[config.mk]
export PLATFORM = sky130hd
export DESIGN_NAME = if_fetch_unit_flat
export DESIGN_NICKNAME = d
export VERILOG_FILES = /design/src/rtl/if_fetch_unit_pkg.sv /design/src/rtl/if_fetch_unit_if.sv /design/src/rtl/if_fetch_unit_fetch_fifo.sv /design/src/rtl/if_fetch_unit.sv /design/src/flat_wrapper.sv
export SDC_FILE = /design/constraint.sdc
export NUM_CORES = 1
export LEC_CHECK = 0
export BUFFER_PORTS_ARGS = -buffer_cell sky130_fd_sc_hd__buf_2
export CAP_MARGIN = 20
export CORE_ASPECT_RATIO = 0.75
export CORE_MARGIN = 10
export CORE_UTILIZATION = 25
export CTS_BUF_LIST = sky130_fd_sc_hd__clkbuf_16
export DETAILED_ROUTE_END_ITERATION = 16
export PLACE_DENSITY = 0.44
export SYNTH_ARGS = -nofsm -noshare
export SYNTH_HDL_FRONTEND = slang
export SYNTH_SLANG_ARGS = --single-unit
[constraint.sdc]
create_clock -name clk_i -period 4.1 [get_ports clk_i]
set_input_delay 1.23 -clock clk_i [delete_from_list [all_inputs] [get_ports clk_i]]
set_output_delay 1.23 -clock clk_i [all_outputs]
set_load 0.02 [all_outputs]
[src/rtl/if_fetch_unit_pkg.sv]
// Shared fetch-stage definitions: bus widths, default NOP encoding and the
// {pc+4, instruction} pair handed to the IF/ID register.
package if_fetch_unit_pkg;

  localparam int unsigned INSTR_W = 32;
  localparam int unsigned ADDR_W  = 32;

  localparam logic [INSTR_W-1:0] IF_NOP_INSTR = 32'h0000_0000;

  typedef struct packed {
    logic [ADDR_W-1:0]  pc4;
    logic [INSTR_W-1:0] instr;
  } fetch_pair_t;

  function automatic logic [ADDR_W-1:0] next_pc(input logic [ADDR_W-1:0] pc);
    return pc + ADDR_W'(4);
  endfunction

endpackage

[src/rtl/if_fetch_unit_if.sv]
// Instruction-memory request/response bus between the fetch unit (master)
// and instruction memory (slave).
interface if_fetch_unit_if;
  import if_fetch_unit_pkg::*;

  logic               req;
  logic [ADDR_W-1:0]  addr;
  logic               gnt;
  logic               rvalid;
  logic [INSTR_W-1:0] rdata;

  modport master (output req, addr, input gnt, rvalid, rdata);
  modport slave  (input req, addr, output gnt, rvalid, rdata);

endinterface

[src/rtl/if_fetch_unit_fetch_fifo.sv]
// Synchronous FIFO with flush; wrap-around pointers carry an extra MSB so
// full and empty are distinguished without a separate counter.
module fetch_fifo #(
  parameter  int unsigned W     = 32,
  parameter  int unsigned DEPTH = 2,
  localparam int unsigned AW    = $clog2(DEPTH)
) (
  input  logic          clk_i,
  input  logic          rst_n,
  input  logic          i_flush,
  input  logic          i_push,
  input  logic [W-1:0]  i_data,
  input  logic          i_pop,
  output logic [W-1:0]  o_data,
  output logic          o_empty,
  output logic [AW:0]   o_count
);

  localparam logic [AW:0] PTR_ONE = {{AW{1'b0}}, 1'b1};

  logic [W-1:0] r_mem [DEPTH];
  logic [AW:0]  r_wr;
  logic [AW:0]  r_rd;
  logic         w_full;
  logic         w_push;
  logic         w_pop;

  assign o_empty = (r_wr == r_rd);
  assign w_full  = (r_wr[AW] != r_rd[AW]) && (r_wr[AW-1:0] == r_rd[AW-1:0]);
  assign w_push  = i_push & ~w_full;
  assign w_pop   = i_pop & ~o_empty;
  assign o_count = r_wr - r_rd;
  assign o_data  = r_mem[r_rd[AW-1:0]];

  always_ff @(posedge clk_i or negedge rst_n) begin
    if (!rst_n) begin
      r_wr <= '0;
      r_rd <= '0;
    end else if (i_flush) begin
      r_wr <= '0;
      r_rd <= '0;
    end else begin
      if (w_push) r_wr <= r_wr + PTR_ONE;
      if (w_pop)  r_rd <= r_rd + PTR_ONE;
    end
  end

  always_ff @(posedge clk_i) begin
    if (w_push && !i_flush) r_mem[r_wr[AW-1:0]] <= i_data;
  end

endmodule

[src/rtl/if_fetch_unit.sv]
// Instruction-fetch stage: owns the PC, issues credit-limited in-order reads
// and presents {pc+4, instr} to IF/ID, with stall and redirect/flush.
module if_fetch_unit
  import if_fetch_unit_pkg::*;
#(
  parameter logic [ADDR_W-1:0]  RESET_PC  = 32'h0000_0000,
  parameter int unsigned        DEPTH     = 2,
  parameter logic [INSTR_W-1:0] NOP_INSTR = IF_NOP_INSTR
) (
  input  logic               clk_i,
  input  logic               rst_n,
  if_fetch_unit_if.master    imem,
  input  logic               stall_i,
  input  logic               redirect_i,
  input  logic [ADDR_W-1:0]  redirect_pc_i,
  output logic               valid_o,
  output logic [ADDR_W-1:0]  pc_addr_o,
  output logic [INSTR_W-1:0] pc_instr_o
);

  localparam int unsigned AW    = $clog2(DEPTH);
  localparam int unsigned EW    = AW + 1;
  localparam int unsigned TAG_W = ADDR_W + EW;
  localparam int unsigned BUF_W = $bits(fetch_pair_t);
  localparam logic [AW+1:0] CREDITS = (AW+2)'(DEPTH);

  logic [ADDR_W-1:0] r_pc;
  logic [EW-1:0]     r_epoch;

  logic              w_req;
  logic              w_fire;
  logic [AW:0]       w_tag_cnt;
  logic [AW:0]       w_buf_cnt;
  logic [AW+1:0]     w_used;
  logic              w_tag_empty;
  logic [TAG_W-1:0]  w_tag_q;
  logic [ADDR_W-1:0] w_tag_pc;
  logic [EW-1:0]     w_tag_epoch;
  logic              w_buf_push;
  logic              w_buf_pop;
  logic              w_buf_empty;
  fetch_pair_t       w_buf_in;
  fetch_pair_t       w_head;

  // Credits cover both in-flight reads and buffered instructions, so a
  // returning response always finds room in the buffer.
  assign w_used = {1'b0, w_tag_cnt} + {1'b0, w_buf_cnt};
  assign w_req  = rst_n & ~redirect_i & (w_used < CREDITS);
  assign w_fire = w_req & imem.gnt;

  assign imem.req  = w_req;
  assign imem.addr = r_pc;

  assign w_tag_pc    = w_tag_q[TAG_W-1:EW];
  assign w_tag_epoch = w_tag_q[EW-1:0];

  // Responses from an older epoch still pop their tag (returning the credit)
  // but never reach the buffer.
  assign w_buf_push     = imem.rvalid & ~w_tag_empty & ~redirect_i & (w_tag_epoch == r_epoch);
  assign w_buf_in.pc4   = next_pc(w_tag_pc);
  assign w_buf_in.instr = imem.rdata;

  assign valid_o    = ~w_buf_empty;
  assign w_buf_pop  = valid_o & ~stall_i & ~redirect_i;
  assign pc_addr_o  = valid_o ? w_head.pc4   : '0;
  assign pc_instr_o = valid_o ? w_head.instr : NOP_INSTR;

  // Epoch is a counter rather than a single toggle bit so that up to DEPTH
  // back-to-back redirects cannot alias with a still-outstanding tag.
  always_ff @(posedge clk_i or negedge rst_n) begin
    if (!rst_n) begin
      r_pc    <= RESET_PC;
      r_epoch <= '0;
    end else if (redirect_i) begin
      r_pc    <= redirect_pc_i;
      r_epoch <= r_epoch + EW'(1);
    end else if (w_fire) begin
      r_pc    <= next_pc(r_pc);
    end
  end

  fetch_fifo #(
    .W     (TAG_W),
    .DEPTH (DEPTH)
  ) u_tag_q (
    .clk_i   (clk_i),
    .rst_n   (rst_n),
    .i_flush (1'b0),
    .i_push  (w_fire),
    .i_data  ({r_pc, r_epoch}),
    .i_pop   (imem.rvalid),
    .o_data  (w_tag_q),
    .o_empty (w_tag_empty),
    .o_count (w_tag_cnt)
  );

  fetch_fifo #(
    .W     (BUF_W),
    .DEPTH (DEPTH)
  ) u_instr_buf (
    .clk_i   (clk_i),
    .rst_n   (rst_n),
    .i_flush (redirect_i),
    .i_push  (w_buf_push),
    .i_data  (w_buf_in),
    .i_pop   (w_buf_pop),
    .o_data  (w_head),
    .o_empty (w_buf_empty),
    .o_count (w_buf_cnt)
  );

  a_rvalid_has_tag: assert property (@(posedge clk_i) disable iff (!rst_n)
    imem.rvalid |-> !w_tag_empty);

endmodule

[src/flat_wrapper.sv]
// flat-port wrapper written by rule: the top's interface ports become plain ports
module if_fetch_unit_flat import if_fetch_unit_pkg::*;
#(
  parameter logic [ADDR_W-1:0]  RESET_PC  = 32'h0000_0000,
  parameter int unsigned        DEPTH     = 2,
  parameter logic [INSTR_W-1:0] NOP_INSTR = IF_NOP_INSTR
)
  (clk_i, rst_n, stall_i, redirect_i, redirect_pc_i, valid_o, pc_addr_o, pc_instr_o, imem_req, imem_addr, imem_gnt, imem_rvalid, imem_rdata);
  if_fetch_unit_if imem_i ();
  input  logic clk_i;
  input  logic rst_n;
  input  logic stall_i;
  input  logic redirect_i;
  input  logic [ADDR_W-1:0] redirect_pc_i;
  output logic valid_o;
  output logic [ADDR_W-1:0] pc_addr_o;
  output logic [INSTR_W-1:0] pc_instr_o;
  output wire logic [$bits(imem_i.req)-1:0] imem_req;
  output wire logic [$bits(imem_i.addr)-1:0] imem_addr;
  input wire logic [$bits(imem_i.gnt)-1:0] imem_gnt;
  input wire logic [$bits(imem_i.rvalid)-1:0] imem_rvalid;
  input wire logic [$bits(imem_i.rdata)-1:0] imem_rdata;
  assign imem_req = imem_i.req;
  assign imem_addr = imem_i.addr;
  assign imem_i.gnt = imem_gnt;
  assign imem_i.rvalid = imem_rvalid;
  assign imem_i.rdata = imem_rdata;
  if_fetch_unit #(.RESET_PC(RESET_PC), .DEPTH(DEPTH), .NOP_INSTR(NOP_INSTR)) u_core (.clk_i(clk_i), .rst_n(rst_n), .imem(imem_i), .stall_i(stall_i), .redirect_i(redirect_i), .redirect_pc_i(redirect_pc_i), .valid_o(valid_o), .pc_addr_o(pc_addr_o), .pc_instr_o(pc_instr_o));
endmodule
==> results.sh, run 1 <==
export IMPL_yosys_area_top_type="edfxtp_1"
export IMPL_ir_worst_vdd_mv=0.298
export IMPL_crit_top_cell="buf_4"
export IMPL_clock_path_buffers=3
export IMPL_syn_area_per_cell_um2=13.4
export IMPL_core_mm2=0.0410
export IMPL_tritoncts="built"
export IMPL_vias=6614
export IMPL_grt_max_degree=66
export IMPL_timing_final_crit_share_pct=95.3
export IMPL_worst_pin_slew_ns=0.752
export IMPL_antenna_found_initial=0
export IMPL_fmax_mhz=256
export IMPL_cp_required_ns=2.87
export IMPL_num_nets_final=1035
export IMPL_crit_path_start_kind="flip-flop"
export IMPL_hpwlAfterDp_um=20000
export IMPL_dieArea_mm2=0.0504
export IMPL_synth_flop_cell="edfxtp_1"
export IMPL_synth_edff_count=196
export IMPL_io_pins=168
export IMPL_port_buffers=167
export IMPL_worst_setup_path_end_kind="primary output"
export IMPL_yosys_top_cells_area="edfxtp_1 (56%), dfrtp_1 (10%), mux2i_1 (8.2%)"
export IMPL_first_global_vias=6690
export IMPL_setup_ws_ns=0.191
export IMPL_cts_root_buf="clkbuf_16"
export IMPL_insertion_delay_ns=0.54
export IMPL_h_tree_depth=1
export IMPL_worst_r2r_path_depth=10
export IMPL_cp_max_fo=38
export IMPL_layout_common_cells="edfxtp_1 (196), buf_2 (167), nor2_1 (95)"
export IMPL_die_w_um=256
export IMPL_seq_area_frac_synth_pct=66.5
export IMPL_rsz0062_at_grt="false"
export IMPL_drtIter0Drc=386
export IMPL_layout_drive_gt1_share_pct=24.6
export IMPL_post_route_min_period_ns=3.91
export IMPL_slowest_delay_ns=0.58
export IMPL_utilization_pct=31.3
export IMPL_grt_pass1_wl_um=43300
export IMPL_clk_pin_slew_ns=0.06
export IMPL_arrival_ns=2.68
export IMPL_fin_skew_ns=0.00900
export IMPL_holdPathEnd="u_core.u_tag_q.r_mem[1][3]"
export IMPL_synth_cell_type_count=53
export IMPL_drv_cap=0
export IMPL_final_hold_viol_count=0
export IMPL_whs_path_depth=0
export IMPL_status="completed"
export IMPL_routed_via_density=4.29
export IMPL_setup_tns_final_ns=0
export IMPL_drtPass1Iterations=5
export IMPL_cts_made_buffers=27
export IMPL_slew_viol_final=0
export IMPL_critPathLaunch="u_core.u_instr_buf.r_rd[0]"
export IMPL_power_per_cell_area_mw_per_mm2=602
export IMPL_setup_violations=0
export IMPL_grt_use_total_pct=11.0
export IMPL_area_delta_synth_final_pct=23.1
export IMPL_drcViolationCount=0
export IMPL_synthesis_area_mm2=0.0104
export IMPL_path_cells="buf_4, buf_4, mux2i_1, nor2_1, buf_2"
export IMPL_synthCells=777
export IMPL_yosys_register_bits=238
export IMPL_final_common_cell="edfxtp_1"
export IMPL_p_int_mw=5.12
export IMPL_rows=64
export IMPL_min_from="u_core.imem.addr[1]"
export IMPL_critPathKind="flip-flop to primary output"
export IMPL_synth_top_area_share_pct=56.4
export IMPL_slowest_stage="buf_4"
export IMPL_r2r_slack_ns=0.82
export IMPL_timing_rr_end="u_core.imem.addr[25]"
export IMPL_synth_fp_nets=852
export IMPL_design_area_mm2=0.0128
export IMPL_p_clk_share_pct=29.2
export IMPL_relSlewSlack_pct=49.5
export IMPL_drt_wl_total_um=28500
export IMPL_p_comb_share_pct=28.8
export IMPL_r2r_start="u_core.u_tag_q.r_wr[0]"
export IMPL_dieHeight_um=197
export IMPL_cts_hold_fix_buffers=0
export IMPL_hp_class="flip-flop to flip-flop"
export IMPL_cts_sinks=238
export IMPL_start_util_pct=25.4
export IMPL_p_sw_mw=2.62
export IMPL_ys_warn_count=0
export IMPL_cts_setup_buffers=0
export IMPL_p_leak_nw=4.70
export IMPL_seq_power_share_pct=42.0
export IMPL_switching_share_pct=33.8
export IMPL_place_ws_ns=0.708
export IMPL_synthArstFlopShare_pct=17.6
export IMPL_dpl_instance_area_mm2=0.0120
export IMPL_ant_nets=0
export IMPL_grt_remaining_overflow=0
export IMPL_place_gp_congestion=0.767
export IMPL_cts_resized=0
export IMPL_wire_per_inst_um=18.5
==> metrics by stage <==
step	instances	total power [mW]	hold WS (ns)
after floorplan	777	4.75	0.481
after global placement	1491	5.59	0.484
after detailed placement	1492	5.59	0.487
after CTS	1540	7.90	0.501
after global routing	1540	8.22	0.524
final	1541	7.74	0.497
==> critical path, delay by kind of cell, from the launching register on <==
family	cells	cell delay, ns
and+or+nand+nor	1	0.06
DFF	1	0.40
buffers and inverters	3	1.32
muxes	1	0.28
==> synth_stat cells (all sizes together) (9+ instances only) <==
master    n
o311ai    9
a21oi    11
dfrtp    42
clkbuf   12
o21ai    22
nand2    63
nand3    23
mux2      9
inv      14
edfxtp  196
a221o    10
mux2i    85
buf      22
xor2     24
and2      9
nor2b    11
nor3     14
xnor2    29
nor2     95
==> metal layers <==
metal / vias to the layer above / GRT usage, % / share of wire, % / wire length (µm)
met4: 0 / 2.51 / 2.0 / 573
met5: - / 0 / 0 / 0
met1: 3166 / 16.2 / 51 / 14400
met3: 37 / 2.59 / 5.1 / 1450
li1: 3255 / - / - / -
met2: 156 / 16.0 / 42 / 12100
==> flip-flops by register name, summed over array words and instances, names as in the netlist <==
name	flops
u_core.u_instr_buf.r_mem	128
u_core.u_instr_buf.r_rd	2
u_core.u_tag_q.r_mem	68
u_core.u_instr_buf.r_wr	2
u_core.imem.addr	32
u_core.u_tag_q.r_rd	2
u_core.r_epoch	2
u_core.u_tag_q.r_wr	2
==> layout make-up <==
type | count | area [µm²]
fill | 4186 | 28200
sequential | 238 | 6940
multi-input combinational | 491 | 3300
timing repair buffer | 188 | 1020
tap | 561 | 702
clock buffer | 27 | 676
clock inverter | 21 | 145
inverter | 14 | 52.6
antenna | 1 | 2.50
==> worst max path at each step <==
| stage | to | cells after the start |
|---|---|---|
| after CTS | pc_instr_o[9] | 5 |
| after global routing | pc_instr_o[9] | 5 |
| final | pc_instr_o[9] | 5 |
| after global placement | pc_instr_o[9] | 5 |
| after detailed placement | pc_instr_o[9] | 5 |
| after floorplan | u_core.u_instr_buf.r_mem[1][0] | 4 |
==> power by group through the flow <==
stage          clock network (mW)  registers, mW  logic [mW]
3_5_place_dp                    0           3.30        2.29
3_3_place_gp                    0           3.29        2.30
4_1_cts                      2.35           3.25        2.30
5_1_grt                      2.46           3.29        2.47
6_report                     2.26           3.25        2.23
2_1_floorplan                   0           3.29        1.46
==> kinds of logic after synthesis <==
group,share of synthesized area [%]
XOR/XNOR,4.45
AND/OR/NAND/NOR,11.7
buffers and inverters,1.89
flip-flops,66.5
multiplexers,9.13
AO/OA/AOI/OAI,5.70
adder cells (fa/ha/maj),0.672
(Power assumes the default switching activity.)
==> inputs of run 2 (changes only) <==
Settings changed: CELL_PAD_IN_SITES_DETAIL_PLACEMENT set to 2, CELL_PAD_IN_SITES_GLOBAL_PLACEMENT set to 2, CTS_BUF_LIST sky130_fd_sc_hd__clkbuf_16 to sky130_fd_sc_hd__clkbuf_4 sky130_fd_sc_hd__clkbuf_8, PLACE_DENSITY 0.44 to 0.59.
Clock period 4.1 ns to 3.4 ns, I/O delays scaled along.
==> run 2 against run 1 <==
  * The run now ends with negative setup slack left
  * Design area up 3.0%
  * Count of clock-buffer cells in the layout up 28
  * First-iteration DRC count down 20%
  * Sequential cell count unchanged
  * Setup slack worse by 0.23 ns
  * Largest cell class unchanged
  * Highest routed layer unchanged
==> results.sh, run 2 (synthesized netlist as in run 1, its figures left out) <==
export IMPL_status="finished, violations left"
export IMPL_violations="negative setup slack"
export IMPL_drt_wl_total_um=31900
export IMPL_p_leak_nw=4.89
export IMPL_cts_root_buf="clkbuf_8"
export IMPL_rsz0062_at_grt="true"
export IMPL_start_util_pct=25.4
export IMPL_timing_final_crit_share_pct=101
export IMPL_wl_met3_um=1840
export IMPL_wl_met2_um=14200
export IMPL_cts_sinks=238
export IMPL_die_w_um=256
export IMPL_h_tree_depth=2
export IMPL_fmax_mhz=291
export IMPL_hpwlAfterDp_um=22800
export IMPL_post_route_min_period_ns=3.44
export IMPL_place_gp_congestion=0.738
export IMPL_antenna_found_initial=2
export IMPL_crit_path_start_kind="flip-flop"
export IMPL_setup_violations=1
export IMPL_grt_remaining_overflow=0
export IMPL_num_nets_final=1077
export IMPL_utilization_pct=32.3
export IMPL_dieHeight_um=197
export IMPL_first_global_vias=7783
export IMPL_grt_pass1_wl_um=48800
export IMPL_wire_per_inst_um=20.0
export IMPL_dieArea_mm2=0.0504
export IMPL_layout_common_cells="edfxtp_1 (196), buf_2 (166), nor2_1 (94)"
export IMPL_drtIter0Drc=309
export IMPL_largest_reg_flops=128
export IMPL_fin_skew_ns=0.0267
export IMPL_nFillCells=4428
export IMPL_area_delta_synth_final_pct=26.8
export IMPL_drv_cap=0
export IMPL_drtPass1Iterations=4
export IMPL_vias=7157
export IMPL_layout_drive_gt1_share_pct=29.9
export IMPL_clk_pin_slew_ns=0.06
export IMPL_routed_via_density=4.47
export IMPL_core_mm2=0.0410
export IMPL_drcViolationCount=0
export IMPL_ant_nets=0
export IMPL_setup_ws_ns=-0.0402
export IMPL_io_pins=168
export IMPL_ir_worst_vdd_mv=0.283
export IMPL_whs_ns=0.538
export IMPL_drt_met1_wl_um=15300
export IMPL_grt_use_total_pct=12.4
export IMPL_final_hold_viol_count=0
export IMPL_final_common_cell="edfxtp_1"
export IMPL_power_per_cell_area_mw_per_mm2=729
export IMPL_slew_viol_final=0
export IMPL_rows=64
export IMPL_critPathKind="flip-flop to primary output"
export IMPL_design_area_mm2=0.0132
export IMPL_worst_pin_slew_ns=0.730
export IMPL_ff_latch_area_mm2=0.00694
export IMPL_arrival_ns=2.42
export IMPL_insertion_delay_ns=0.57
export IMPL_dr_max_layer_used="met4"
export IMPL_worst_setup_path_end_kind="primary output"
export IMPL_tritoncts="built"
export IMPL_cts_made_buffers=43
export IMPL_relSlewSlack_pct=51.2
export IMPL_port_buffers=167
export IMPL_grt_max_degree=67
export IMPL_multi_input_comb_area_mm2=0.00338
export IMPL_clock_path_buffers=3
export IMPL_setup_tns_final_ns=-0.0402
export IMPL_hp_class="flip-flop to flip-flop"
export IMPL_cp_required_ns=2.38
export IMPL_cp_max_fo=2
export IMPL_dpl_instance_area_mm2=0.0122
## run 2: where the power goes
part           switching, mW  total [mW]  internal (mW)  leakage, nW
clock                   1.24        2.72           1.48        0.453
sequential             0.273        3.92           3.65         2.28
combinational           1.87        3.00           1.13         2.15
## run 2: through the flow
stage | total power [mW] | setup slack, ns | cells
after CTS | 9.79 | -0.0946 | 1594
after global routing | 10.2 | -0.171 | 1598
after floorplan | 5.72 | 0.189 | 777
after global placement | 6.85 | 0.223 | 1511
after detailed placement | 6.91 | 0.159 | 1511
final | 9.64 | -0.0402 | 1600
## run 2: path summary, 6_finish.rpt
kind / slack [ns] / cells after the start / to / startpoint
setup / recovery: -0.04 / 5 / imem_req / u_core.u_tag_q.r_rd[1]
hold / removal: 0.54 / 0 / u_core.u_tag_q.r_mem[0][3] / u_core.imem.addr[1]
setup reg to reg: 0.12 / 12 / u_core.imem.addr[26] / u_core.u_tag_q.r_rd[1]
hold reg to reg: 0.54 / 0 / u_core.u_tag_q.r_mem[0][3] / u_core.imem.addr[1]
max in group asynchronous: 2.19 / 2 / u_core.u_instr_buf.r_rd[0] / rst_n
min in group asynchronous: 0.71 / 2 / u_core.imem.addr[30] / rst_n
## run 2: worst max-delay path: stages (launching register included)
cell     delay (ns)
dfrtp_1        0.41
xor2_2         0.28
xor2_2         0.12
fa_1           0.53
nor4b_4        0.33
buf_6          0.18
## run 2: routing by layer
metal,up-vias,global-route usage [%]
met5,-,0
met4,0,3.54
met3,53,3.37
met2,163,19.1
met1,3596,16.9
li1,3345,-
## run 2: final cells by class
| class | instances | share of cell area (%) |
|---|---|---|
| well taps | 561 | 5.31 |
| diodes | 2 | 0.0378 |
| inverters | 14 | 0.397 |
| clock inverters | 25 | 1.30 |
| clock buffers | 55 | 5.16 |
| multi-input cells | 491 | 25.5 |
| repair buffers | 214 | 9.79 |
| flip-flops and latches | 238 | 52.5 |
## run 2: what timing repair did
item / 4_1_cts / 5_1_grt
buffers inserted: 3 / 3
setup endpoints to repair: 46 / 57
pin swaps: 5 / 5
endpoints found under the hold margin: 0 / 0
hold buffers: 0 / 0
gates resized for setup: 9 / 5
==> inputs of run 3 (changes only) <==
Settings changed: SETUP_SLACK_MARGIN set to 0.3, SYNTH_HIERARCHICAL set to 1.
==> run 3 against run 2 <==
  * The run still ends with negative setup slack left
  * Wire length rose by 8.6%
  * Sequential share of layout area fell by 4.4 points
  * Area after synthesis rose by 2.2%
  * Critical path type unchanged
  * Largest power group unchanged
==> results.sh, run 3 <==
export IMPL_drtIter0Drc=353
export IMPL_crit_family="adder cells"
export IMPL_cts_sinks=238
export IMPL_synthesis_area_mm2=0.0107
export IMPL_routed_via_density=4.52
export IMPL_slew_viol_final=0
export IMPL_final_hold_viol_count=0
export IMPL_clock_path_buffers=3
export IMPL_hp_class="flip-flop to flip-flop"
export IMPL_holdPathEnd="u_core/u_tag_q/r_mem[1][3]"
export IMPL_fmax_mhz=283
export IMPL_worst_r2r_path_depth=11
export IMPL_synth_edff_count=196
export IMPL_largest_reg_flops=128
export IMPL_violations="negative setup slack"
export IMPL_insertion_delay_ns=0.58
export IMPL_min_from="u_core/imem.addr[1]"
export IMPL_wire_per_inst_um=21.8
export IMPL_cp_num_buf_inv=2
export IMPL_fin_skew_ns=0.0408
export IMPL_worst_pin_slew_ns=0.676
export IMPL_synthCells=751
export IMPL_seq_area_frac_synth_pct=65.1
export IMPL_setup_violations=1
export IMPL_path_cells="ha_4, inv_6, and2_4, fa_1, nor4b_4, buf_4"
export IMPL_hpwlAfterDp_um=21200
export IMPL_yosys_top_cells_count="edfxtp_1 (196), mux2_2 (98), nor2b_1 (67)"
export IMPL_num_nets_final=1064
export IMPL_dpl_instance_area_mm2=0.0124
export IMPL_status="finished, violations left"
export IMPL_yosys_area_top_type="edfxtp_1"
export IMPL_dieArea_mm2=0.0514
export IMPL_h_tree_depth=2
export IMPL_setup_tns_final_ns=-0.130
export IMPL_nFillCells=4408
export IMPL_drt_wl_total_um=34700
export IMPL_layout_drive_gt1_share_pct=46.5
export IMPL_cts_root_buf="clkbuf_8"
export IMPL_fin_cells=1593
export IMPL_yosys_register_bits=238
export IMPL_die_w_um=258
export IMPL_cp_required_ns=2.38
export IMPL_crit_path_start_kind="flip-flop"
export IMPL_post_route_min_period_ns=3.53
export IMPL_grt_pass1_wl_um=50100
export IMPL_io_pins=168
export IMPL_synth_cell_type_count=58
export IMPL_tritoncts="built"
export IMPL_grt_max_degree=70
export IMPL_arrival_ns=2.51
export IMPL_grt_remaining_overflow=0
export IMPL_start_util_pct=25.3
export IMPL_yosysMostFrequentCell="edfxtp_1"
export IMPL_rows=65
export IMPL_syn_area_per_cell_um2=14.2
export IMPL_cts_made_buffers=44
export IMPL_clk_pin_slew_ns=0.06
export IMPL_first_global_vias=8044
export IMPL_relSlewSlack_pct=54.8
export IMPL_ys_warn_count=6
export IMPL_synth_top_area_share_pct=55.2
export IMPL_design_area_mm2=0.0144
export IMPL_timing_rr_end="u_core/u_tag_q/r_mem[0][3]"
export IMPL_slowest_delay_ns=0.49
export IMPL_drv_cap=0
export IMPL_timing_final_crit_share_pct=104
export IMPL_slowest_stage="dfrtp_4"
export IMPL_layout_common_cells="edfxtp_1 (196), buf_2 (101), mux2_2 (98)"
export IMPL_place_gp_congestion=0.729
export IMPL_power_per_cell_area_mw_per_mm2=641
export IMPL_r2r_slack_ns=0.41
export IMPL_rsz0062_at_grt="true"
export IMPL_core_mm2=0.0421
export IMPL_cp_max_fo=2
export IMPL_whs_path_depth=0
export IMPL_vias=7195
export IMPL_grt_use_total_pct=12.6
export IMPL_worst_setup_path_end_kind="primary output"
export IMPL_synthArstFlopShare_pct=17.6
export IMPL_place_ws_ns=0.187
export IMPL_critPathKind="flip-flop to primary output"
export IMPL_synth_fp_nets=826
export IMPL_port_buffers=167
export IMPL_yosys_top_cells_area="edfxtp_1 (55%), mux2_2 (10%), dfrtp_1 (9.9%)"
export IMPL_drcViolationCount=0
export IMPL_final_common_cell="edfxtp_1"
export IMPL_p_leak_nw=5.39
export IMPL_place_inst=1478
export IMPL_setup_ws_ns=-0.130
export IMPL_ant_nets=0
export IMPL_synth_flop_cell="edfxtp_1"
export IMPL_ir_worst_vdd_mv=0.240
export IMPL_dieHeight_um=199
export IMPL_antenna_found_initial=0
export IMPL_area_delta_synth_final_pct=35.5
export IMPL_r2r_start="u_core/u_instr_buf/r_rd[0]"
export IMPL_drtPass1Iterations=4
run 3: changes by cell type after synthesis, sizes merged, moves of 7 or more:
| cell | delta |
|---|---|
| nor2 | -69 |
| nand3 | +14 |
| nor2b | +56 |
| xor2 | -12 |
| mux2i | -82 |
| mux2 | +91 |
| nand2 | -16 |
| nand4 | +7 |
run 3: worst max path at each step:
| stage | cells after the start | startpoint | slack, ns | endpoint |
|---|---|---|---|---|
| after global routing | 6 | u_core/u_instr_buf/r_rd[0] | -0.23 | imem_req |
| after floorplan | 7 | redirect_i | -0.36 | u_core/u_instr_buf/r_mem[0][0] |
| final | 6 | u_core/u_instr_buf/r_rd[0] | -0.13 | imem_req |
| after global placement | 7 | u_core/u_tag_q/r_wr[0] | 0.21 | imem_req |
| after detailed placement | 7 | u_core/u_tag_q/r_wr[0] | 0.19 | imem_req |
| after CTS | 6 | u_core/u_instr_buf/r_rd[0] | -0.28 | imem_req |
run 3: per-stage QoR:
stage	util (%)	power, mW	hold slack [ns]
after floorplan	-	5.00	0.495
after detailed placement	29.4	5.76	0.503
final	34.3	9.26	0.503
after global routing	34.3	9.77	0.538
after CTS	31.9	8.71	0.515
after global placement	29.4	5.72	0.483
run 3: power breakdown:
| group | internal (mW) | leakage [nW] | total (mW) | switching, mW |
|---|---|---|---|---|
| clock | 1.40 | 0.438 | 2.62 | 1.22 |
| sequential | 3.39 | 2.28 | 3.59 | 0.192 |
| combinational | 1.44 | 2.67 | 3.05 | 1.61 |
| total | 6.24 | 5.39 | 9.26 | 3.02 |
run 3: cell type report:
cell class              instances  area (µm²)  share of cell area (%)
diodes                          1        2.50                  0.0173
clock buffers                  62         741                    5.13
clock inverters                18        81.3                   0.563
inverters                      13        63.8                   0.442
multi-input cells             468        3980                    27.5
flip-flops and latches        238        6940                    48.1
well taps                     569         712                    4.93
repair buffers                224        1930                    13.3
run 3: kinds of logic after synthesis:
family / after synthesis / synth area share [%]
and+or+nand+nor: 253 / 13.4
AOI/OAI and AO/OA: 68 / 4.49
xor gates and xnor gates: 37 / 3.18
buffers and inverters: 46 / 2.25
other: 1 / 0.0352
adders and majority gates: 5 / 0.657
muxes: 103 / 10.9
DFF: 238 / 65.1
run 3: layer usage:
layer  share of wire, %  vias to the layer above  wire [µm]  GRT usage [%]
met4                1.9                        0        655           3.41
met5                  0                        -          0              0
li1                   -                     3320          -              -
met2                 49                      138      17000           21.3
met1                 45                     3690      15700           16.3
met3                4.1                       47       1420           2.57
run 3: repair_timing:
action | CTS | global route
gates cloned | 3 | 8
gates resized for setup | 26 | 209
setup endpoints to repair | 93 | 143
pin swaps | 5 | 5
setup buffers | 9 | 14
hold buffers | 0 | 0
